<file path="config.mk">
export PLATFORM = sky130hd
export DESIGN_NAME = apb_cmd_master
export DESIGN_NICKNAME = d
export VERILOG_FILES = /design/src/rtl/apb_cmd_master.sv
export SDC_FILE = /design/constraint.sdc
export NUM_CORES = 1
export LEC_CHECK = 0
export ABC_AREA = 1
export CORE_MARGIN = 5
export CORE_UTILIZATION = 40
export CTS_CLUSTER_SIZE = 10
export DETAILED_ROUTE_END_ITERATION = 10
export PLACE_DENSITY_LB_ADDON = 0.05
export SLEW_MARGIN = 20
export SYNTH_ARGS = -nofsm -noshare
export SYNTH_HDL_FRONTEND = slang
export SYNTH_SLANG_ARGS = --single-unit
export TNS_END_PERCENT = 10
</file>
<file path="constraint.sdc">
create_clock -name clk_in -period 1.6 [get_ports clk_in]
set_input_delay 0.32 -clock clk_in [delete_from_list [all_inputs] [get_ports clk_in]]
set_output_delay 0.32 -clock clk_in [all_outputs]
set_load 0.05 [all_outputs]
</file>
<file path="src/rtl/apb_cmd_master.sv">
// apb_cmd_master
//   Turns single read/write commands into APB transfers, one outstanding at a time.
//   FSM: IDLE -> SETUP -> ACCESS -> RESP -> IDLE.
//
// Parameters
//   TIMEOUT_CYCLES : 1..65535, number of consecutive ACCESS cycles with PREADY low
//                    before the transfer is aborted (timeout build only)
//
// Ports
//   clk_in, reset_int                        : clock (rising edge) and async active-low reset
//   cmd_valid/cmd_ready, cmd_write/addr/wdata : command handshake and payload
//   rsp_valid/rsp_ready, rsp_rdata/err/timeout: response handshake and payload
//   PADDR/PWDATA/PWRITE/PSEL/PENABLE          : APB requester outputs
//   PRDATA/PREADY/PSLVERR                     : APB completer inputs
//   busy                                      : high whenever not IDLE
//
// Build option
//   APB_MASTER_TIMEOUT_EN : when defined, a 16-bit wait counter aborts ACCESS after
//   TIMEOUT_CYCLES stalled cycles with rsp_err=1, rsp_timeout=1, rsp_rdata=0.
//   When undefined, ACCESS waits forever and rsp_timeout is tied low.
module apb_cmd_master #(
  parameter int unsigned TIMEOUT_CYCLES = 255
) (
  input  logic        clk_in,
  input  logic        reset_int,
  input  logic        cmd_valid,
  output logic        cmd_ready,
  input  logic        cmd_write,
  input  logic [31:0] cmd_addr,
  input  logic [31:0] cmd_wdata,
  output logic        rsp_valid,
  input  logic        rsp_ready,
  output logic [31:0] rsp_rdata,
  output logic        rsp_err,
  output logic        rsp_timeout,
  output logic [31:0] PADDR,
  output logic [31:0] PWDATA,
  output logic        PWRITE,
  output logic        PSEL,
  output logic        PENABLE,
  input  logic [31:0] PRDATA,
  input  logic        PREADY,
  input  logic        PSLVERR,
  output logic        busy
);

  if (TIMEOUT_CYCLES < 1 || TIMEOUT_CYCLES > 65535) begin : g_bad_timeout
    $error("apb_cmd_master: TIMEOUT_CYCLES must be in 1..65535");
  end

  typedef enum logic [1:0] {IDLE, SETUP, ACCESS, RESP} state_e;

  state_e      state_q, state_d;
  logic [31:0] paddr_q, paddr_d;
  logic [31:0] pwdata_q, pwdata_d;
  logic        pwrite_q, pwrite_d;
  logic [31:0] rdata_q, rdata_d;
  logic        err_q, err_d;

`ifdef APB_MASTER_TIMEOUT_EN
  logic [15:0] cnt_q, cnt_d;
  logic        to_q, to_d;
  logic [16:0] cnt_inc;
  logic        to_hit;

  // One extra bit so the compare cannot wrap at 65535.
  assign cnt_inc = {1'b0, cnt_q} + 17'd1;
  assign to_hit  = cnt_inc >= 17'(TIMEOUT_CYCLES);
`endif

  always_comb begin
    state_d  = state_q;
    paddr_d  = paddr_q;
    pwdata_d = pwdata_q;
    pwrite_d = pwrite_q;
    rdata_d  = rdata_q;
    err_d    = err_q;
`ifdef APB_MASTER_TIMEOUT_EN
    cnt_d    = cnt_q;
    to_d     = to_q;
`endif
    case (state_q)
      IDLE: begin
        if (cmd_valid) begin
          paddr_d  = cmd_addr;
          pwdata_d = cmd_wdata;
          pwrite_d = cmd_write;
          state_d  = SETUP;
        end
      end
      SETUP: begin
`ifdef APB_MASTER_TIMEOUT_EN
        cnt_d   = '0;
`endif
        state_d = ACCESS;
      end
      ACCESS: begin
        // A completion that lands on the timeout cycle still wins.
        if (PREADY) begin
          rdata_d = pwrite_q ? 32'd0 : PRDATA;
          err_d   = PSLVERR;
`ifdef APB_MASTER_TIMEOUT_EN
          to_d    = 1'b0;
`endif
          state_d = RESP;
        end
`ifdef APB_MASTER_TIMEOUT_EN
        else if (to_hit) begin
          cnt_d   = cnt_inc[15:0];
          rdata_d = 32'd0;
          err_d   = 1'b1;
          to_d    = 1'b1;
          state_d = RESP;
        end else begin
          cnt_d   = cnt_inc[15:0];
        end
`endif
      end
      RESP: begin
        if (rsp_ready) state_d = IDLE;
      end
      default: state_d = IDLE;
    endcase
  end

  always_ff @(posedge clk_in or negedge reset_int) begin
    if (!reset_int) begin
      state_q  <= IDLE;
      paddr_q  <= '0;
      pwdata_q <= '0;
      pwrite_q <= 1'b0;
      rdata_q  <= '0;
      err_q    <= 1'b0;
`ifdef APB_MASTER_TIMEOUT_EN
      cnt_q    <= '0;
      to_q     <= 1'b0;
`endif
    end else begin
      state_q  <= state_d;
      paddr_q  <= paddr_d;
      pwdata_q <= pwdata_d;
      pwrite_q <= pwrite_d;
      rdata_q  <= rdata_d;
      err_q    <= err_d;
`ifdef APB_MASTER_TIMEOUT_EN
      cnt_q    <= cnt_d;
      to_q     <= to_d;
`endif
    end
  end

  // All outputs are straight decodes of registered state/payload.
  assign cmd_ready = (state_q == IDLE);
  assign busy      = (state_q != IDLE);
  assign PSEL      = (state_q == SETUP) || (state_q == ACCESS);
  assign PENABLE   = (state_q == ACCESS);
  assign rsp_valid = (state_q == RESP);
  assign PADDR     = paddr_q;
  assign PWDATA    = pwdata_q;
  assign PWRITE    = pwrite_q;
  assign rsp_rdata = rdata_q;
  assign rsp_err   = err_q;
`ifdef APB_MASTER_TIMEOUT_EN
  assign rsp_timeout = to_q;
`else
  assign rsp_timeout = 1'b0;
`endif

endmodule

</file>
==> results of run 1 <==
[cell type report]
| type | instances | area, um^2 | share of cell area [%] |
|---|---|---|---|
| multi-input cells | 310 | 1410 | 22.0 |
| well taps | 136 | 170 | 2.67 |
| inverters | 8 | 30.0 | 0.470 |
| clock inverters | 6 | 111 | 1.74 |
| repair buffers | 218 | 2030 | 31.8 |
| flip-flops and latches | 100 | 2500 | 39.2 |
| clock buffers | 10 | 138 | 2.16 |
[worst register-to-register path, stage by stage, from the launching register on]
cell and delay [ns]:
dfrtp_1 0.40, inv_2 0.08, ha_4 0.18, buf_4 0.16, nand2_2 0.08, buf_12 0.24
nor2_1 0.12, a21oi_1 0.12
[cell usage after synthesis]
| cell type | n |
|---|---|
| nand2_1 | 204 |
| dfrtp_1 | 100 |
| nand3_1 | 66 |
| o21ai_0 | 15 |
| o21ai_2 | 15 |
| buf_2 | 14 |
| buf_6 | 9 |
| inv_1 | 8 |
| buf_4 | 5 |
| clkbuf_1 | 4 |
| ha_1 | 3 |
| nand4_1 | 2 |
| o21ai_1 | 2 |
| a21oi_1 | 1 |
| conb_1 | 1 |
| nor2_1 | 1 |
[power by group]
group          switching (mW)  leakage, nW  internal [mW]  total (mW)
Sequential              0.672         1.27           3.69        4.36
Clock                   0.871        0.122           1.08        1.95
Combinational            6.59         1.85           2.92        9.51
[logic make-up after synthesis]
kind of cell,synth area share [%]
and+or+nand+nor,26.9
adders and majority gates,0.909
DFF,60.6
buffers and inverters,6.15
AOI/OAI and AO/OA,5.36
other,0.0908
[stage by stage]
stage | worst slack (ns) | utilization [%] | cell area (um^2)
floorplan | 0.0373 | - | 4140
global placement | 0.172 | 59.8 | 6090
detailed placement | 0.111 | 59.8 | 6090
CTS | -0.00657 | 62.7 | 6380
global route | -0.0593 | 62.7 | 6380
finish | 0.0330 | 62.7 | 6380
[routing by layer]
layer / vias up / routed length, um
li1: 1823 / -
met1: 1672 / 4960
met2: 122 / 5610
met3: 14 / 831
met4: 0 / 195
met5: - / 0
[registers in the layout, summed over array words and instances, names as in the netlist]
name and flops:
rsp_err 1, PWDATA 32, rsp_rdata 32, PADDR 32, PWRITE 1, state_q 2
[path summary, 6_finish.rpt]
kind | startpoint | to | cells after the start
min in group clk_in | cmd_valid | state_q[1] | 5
setup / recovery | state_q[0] | busy | 4
max in group asynchronous | reset_int | rsp_rdata[23] | 3
hold / removal | reset_int | rsp_rdata[5] | 2
hold reg to reg | PWDATA[31] | PWDATA[31] | 2
setup reg to reg | state_q[0] | PWRITE | 7
[layout by cell type (no fill, tap or decap), types with 2 or more instances in the layout]
| cell type | n |
|---|---|
| buf_12 | 11 |
| buf_4 | 104 |
| bufinv_16 | 3 |
| clkbuf_8 | 10 |
| clkdlybuf4s50_1 | 100 |
| dfrtp_1 | 100 |
| ha_4 | 2 |
| inv_1 | 6 |
| inv_2 | 2 |
| nand2_1 | 202 |
| nand2_2 | 2 |
| nand3_1 | 66 |
| nand4_1 | 2 |
| o21ai_0 | 15 |
| o21ai_1 | 2 |
| o21ai_2 | 15 |
[timing repair]
item	CTS	global route
endpoints found under the hold margin	23	0
hold buffers	1	0
endpoints found under the setup margin	4	4
pin swaps	1	0
buffers inserted	2	0
gates resized for setup	5	0
==> impl_metrics.tcl, run 1 <==
set metrics [dict create \
    finalSetupViolations 0 \
    synthesis.area_um2 4130 \
    crit_required_ns 1.28 \
    crit_top_cell "inv_2" \
    synth_top_cell_area_share_pct 60.6 \
    status "finished clean" \
    ant_nets 0 \
    critPathKind "flip-flop to output pin" \
    peakVddDrop_v 0.00124 \
    cts_inserted_buffers 9 \
    grt_pass1_wl_mm 19.3 \
    fmax_mhz 638 \
    grtUsageMet1_pct 24.9 \
    dp.final_hpwl_mm 8.42 \
    cp_slowest_cell "dfrtp_1" \
    clockBufferDepth 2 \
    grt_use_met3_pct 5.54 \
    die_h_um 112 \
    r2r_slack_ns 0.16 \
    cts_max_level 3 \
    power.leakage_nw 3.24 \
    max_stage_delay_ns 0.42 \
    vias 3631 \
    post-route-min-period_ns 1.57 \
    dieArea_um2 12500 \
    top_usage_layer "met2" \
    die-width_um 112 \
    core_area_um2 10200 \
    rsz0062_at_grt "yes" \
    worst_setup_path_end_kind "output pin" \
    grt_antenna_before_repair 0 \
    drive_above_1_share_pct 23.6 \
    grt_use_total_pct 19.1 \
    gp_congestion 0.779 \
    start_util_pct 40.6 \
    p_total_mw 15.8 \
    powerDensity_nw_per_um2 2480 \
    syn-num-nets 556 \
    syn_inst 450 \
    finClkSkew_ns 0.00966 \
    cp-start-kind "flip-flop" \
    detail_route.first_pass.iterations 7 \
    routedWlPerCell_um 14.7 \
    grt_start_max_net_pins 66 \
    clock_sinks 100 \
    synth.distinct_cells 16 \
    viasPerCell 4.61 \
    diodes 0 \
    drt_wl_total_mm 11.6 \
    whs_ns 0.409 \
    met2_usage_pct 30.6 \
    synth_top_area_cell "dfrtp_1" \
    period_share_pct 97.9 \
    n_fill_cell 908 \
    fin_cells 788 \
    layout.nets 753 \
    finalHoldViolations 0 \
    maxCapViolCount 0 \
    dp_cells 769 \
    grt_pass1_vias 3707 \
    synth_area_per_cell_um2 9.18 \
    std_cell_rows 37 \
    cts_tree "built" \
    ys_seq_area_share_pct 60.6 \
    synth_area_leaders "dfrtp_1, nand2_1, nand3_1" \
    path_clk_slew_ns 0.09 \
    cp_num_buf_inv 3 \
    drt_iter0_drc 267 \
    syn_to_final_growth_pct 54.5 \
    path_delay_family "flip-flops" \
    path_max_fanout 3 \
    synth-warning-count 0 \
    crit_path_cell_trace "inv_2 -> ha_4 -> inv_2 -> buf_6" \
    crit_arrival_ns 1.25 \
    clock_latency_ns 0.36 \
    root_buffer "clkbuf_8" \
    port_buffers 205 \
    final-max-slew-violation-count 0 \
    setup_tns_ns 0 \
    grt_overflow 0 \
    hp-class "input port to async pin" \
    drc 0 \
    io_pins 207 \
    synth-seq-cells 100 \
]
Power figures use the tool's default switching activity.
==> inputs of run 2 (changes only) <==
--- a/config.mk
+++ b/config.mk
@@ -6,8 +6,10 @@
 export NUM_CORES = 1
 export LEC_CHECK = 0
 export ABC_AREA = 1
+export CAP_MARGIN = 20
 export CORE_MARGIN = 5
-export CORE_UTILIZATION = 40
+export CORE_UTILIZATION = 41
+export CTS_BUF_LIST = sky130_fd_sc_hd__clkbuf_2
 export CTS_CLUSTER_SIZE = 10
 export DETAILED_ROUTE_END_ITERATION = 10
 export PLACE_DENSITY_LB_ADDON = 0.05
==> run 2 against run 1 <==
Against the previous run: the run now ends with negative setup slack left; register-to-register slack got worse by 0.04 ns; sequential share of layout area fell by 0.37 points; first-iteration DRC count fell by 5.2%; maximum frequency fell by 11%; routed wire length rose by 2.4%; total power fell by 0.61%; sequential power barely moved; cell count rose by 0.25%; core utilization rose by 3.0 points; critical endpoint is now PSEL; largest power group unchanged.
==> impl_metrics.tcl, run 2 (synthesis gave the netlist of run 1 again) <==
set metrics [dict create \
    status "finished, violations left" \
    violations "negative setup slack" \
    cp_slowest_cell "dfrtp_1" \
    drt_iter0_drc 253 \
    core_area_um2 9820 \
    finalWorstSetupSlack_ns -0.159 \
    cts_tree "built" \
    path_max_fanout 3 \
    detail_route.first_pass.iterations 6 \
    stdcell_area_um2 6450 \
    drc 0 \
    crit_arrival_ns 1.44 \
    n_fill_cell 851 \
    cts_inserted_buffers 9 \
    regArea_um2 2500 \
    hp-class "input port to async pin" \
    powerDensity_nw_per_um2 2440 \
    die_h_um 110 \
    diodes 0 \
    max_stage_delay_ns 0.43 \
    cp-endpoint "PSEL" \
    drive_above_1_share_pct 24.2 \
    grt_overflow 0 \
    clock_sinks 100 \
    clockBufferDepth 2 \
    dpl_cell_area_um2 6110 \
    cp-start-kind "flip-flop" \
    grt_antenna_before_repair 0 \
    post-route-min-period_ns 1.76 \
    r2r_end "PADDR[24]" \
    drt_wl_total_mm 11.9 \
    multiInputGateArea_um2 1420 \
    period_share_pct 110 \
    viasPerCell 4.69 \
    finClkSkew_ns 0.0351 \
    grt_pass1_vias 3570 \
    grt_start_max_net_pins 71 \
    gp_congestion 0.748 \
    place_ws_ns 0.166 \
    die-width_um 110 \
    clock_latency_ns 0.54 \
    finalHoldViolations 0 \
    dieArea_um2 12200 \
    grt_use_total_pct 19.3 \
    worst-path-stages 3 \
    syn_to_final_growth_pct 56.0 \
    routedWlPerCell_um 15.0 \
    std_cell_rows 36 \
    path_clk_slew_ns 0.27 \
    root_buffer "clkbuf_2" \
    final-max-slew-violation-count 0 \
    start_util_pct 42.1 \
    worst_setup_path_end_kind "output pin" \
    finalSetupViolations 5 \
    final_cell_mix "nand2_1, dfrtp_1, clkdlybuf4s50_1" \
    maxCapViolCount 0 \
    fin_cells 790 \
    crit-reg2reg-launch "state_q[1]" \
    crit_start "state_q[1]" \
    ant_nets 0 \
    cts_max_level 3 \
    dp.final_hpwl_mm 8.60 \
    whs_ns 0.228 \
    layout.nets 759 \
    fmax_mhz 569 \
    power.leakage_nw 3.26 \
    peakVddDrop_v 0.00123 \
    crit_required_ns 1.28 \
    io_pins 207 \
    port_buffers 205 \
    reg2reg_depth 7 \
    dp_cells 769 \
    rsz0062_at_grt "yes" \
    r2r_slack_ns 0.12 \
    cp_num_buf_inv 2 \
    layout_commonest_cell "nand2_1" \
    crit_path_cell_trace "inv_1 -> ha_4 -> buf_12" \
    vias 3703 \
    grt_pass1_wl_mm 18.1 \
    path_delay_family "flip-flops" \
    critPathKind "flip-flop to output pin" \
]
run 2: cell count changes in the layout (fill, tap and decap cells not counted):
cell	previous run	this run
ha_4	2	3
clkinv_4	1	0
ha_1	1	0
buf_6	1	29
clkinv_2	1	0
clkbuf_8	10	0
buf_4	104	82
clkinv_1	0	1
clkbuf_2	0	10
run 2: final cells by class:
type / instances / area share (%)
Sequential cell: 100 / 38.8
Timing Repair Buffer: 224 / 33.8
Multi-Input combinational cell: 310 / 22.0
Tap cell: 133 / 2.58
Clock inverter: 5 / 1.57
Clock buffer: 10 / 0.776
Inverter: 8 / 0.466
run 2: worst min path at each step:
| stage | start | endpoint | slack [ns] | cells after the start |
|---|---|---|---|---|
| after floorplan | reset_int | PADDR[0] | 0.02 | 0 |
| after global placement | reset_int | rsp_rdata[20] | 0.30 | 2 |
| after detailed placement | reset_int | rsp_rdata[20] | 0.30 | 2 |
| after CTS | cmd_valid | state_q[1] | 0.17 | 5 |
| after global routing | reset_int | rsp_rdata[20] | 0.17 | 3 |
| final | reset_int | rsp_rdata[4] | 0.23 | 3 |
run 2: power breakdown:
| group | internal (mW) | switching, mW | total [mW] |
|---|---|---|---|
| registers | 3.67 | 0.693 | 4.36 |
| logic | 3.22 | 6.67 | 9.89 |
| clock network | 0.666 | 0.806 | 1.47 |
| total | 7.56 | 8.17 | 15.7 |
run 2: what timing repair did:
action	CTS	global route
resized for setup	7	28
hold endpoints to repair	100	0
pin swaps	1	0
buffers inserted	5	0
endpoints found under the setup margin	5	32
hold buffers	1	0
run 2: worst reg2reg max path: cells and delay by family, from the launching register on:
kind / cells / cell delay [ns]
flops: 1 / 0.43
buf+inv: 3 / 0.57
simple gates: 3 / 0.27
fa+ha+maj: 1 / 0.18
run 2: per-layer routing:
layer	track usage, %	vias to the layer above	routed length, um
met5	0	-	0
met4	6.16	0	252
met3	6.29	19	1070
met2	31.8	135	5820
met1	24.2	1708	4740
li1	-	1841	-
run 2: metrics by stage:
step                      total power, mW  setup TNS (ns)  utilization, %
after floorplan                      10.7               0               -
after global placement               13.8               0            62.2
after detailed placement             13.9               0            62.2
after CTS                            15.6          -0.818            64.6
after global routing                 16.6           -1.24            65.6
final                                15.7          -0.668            65.6
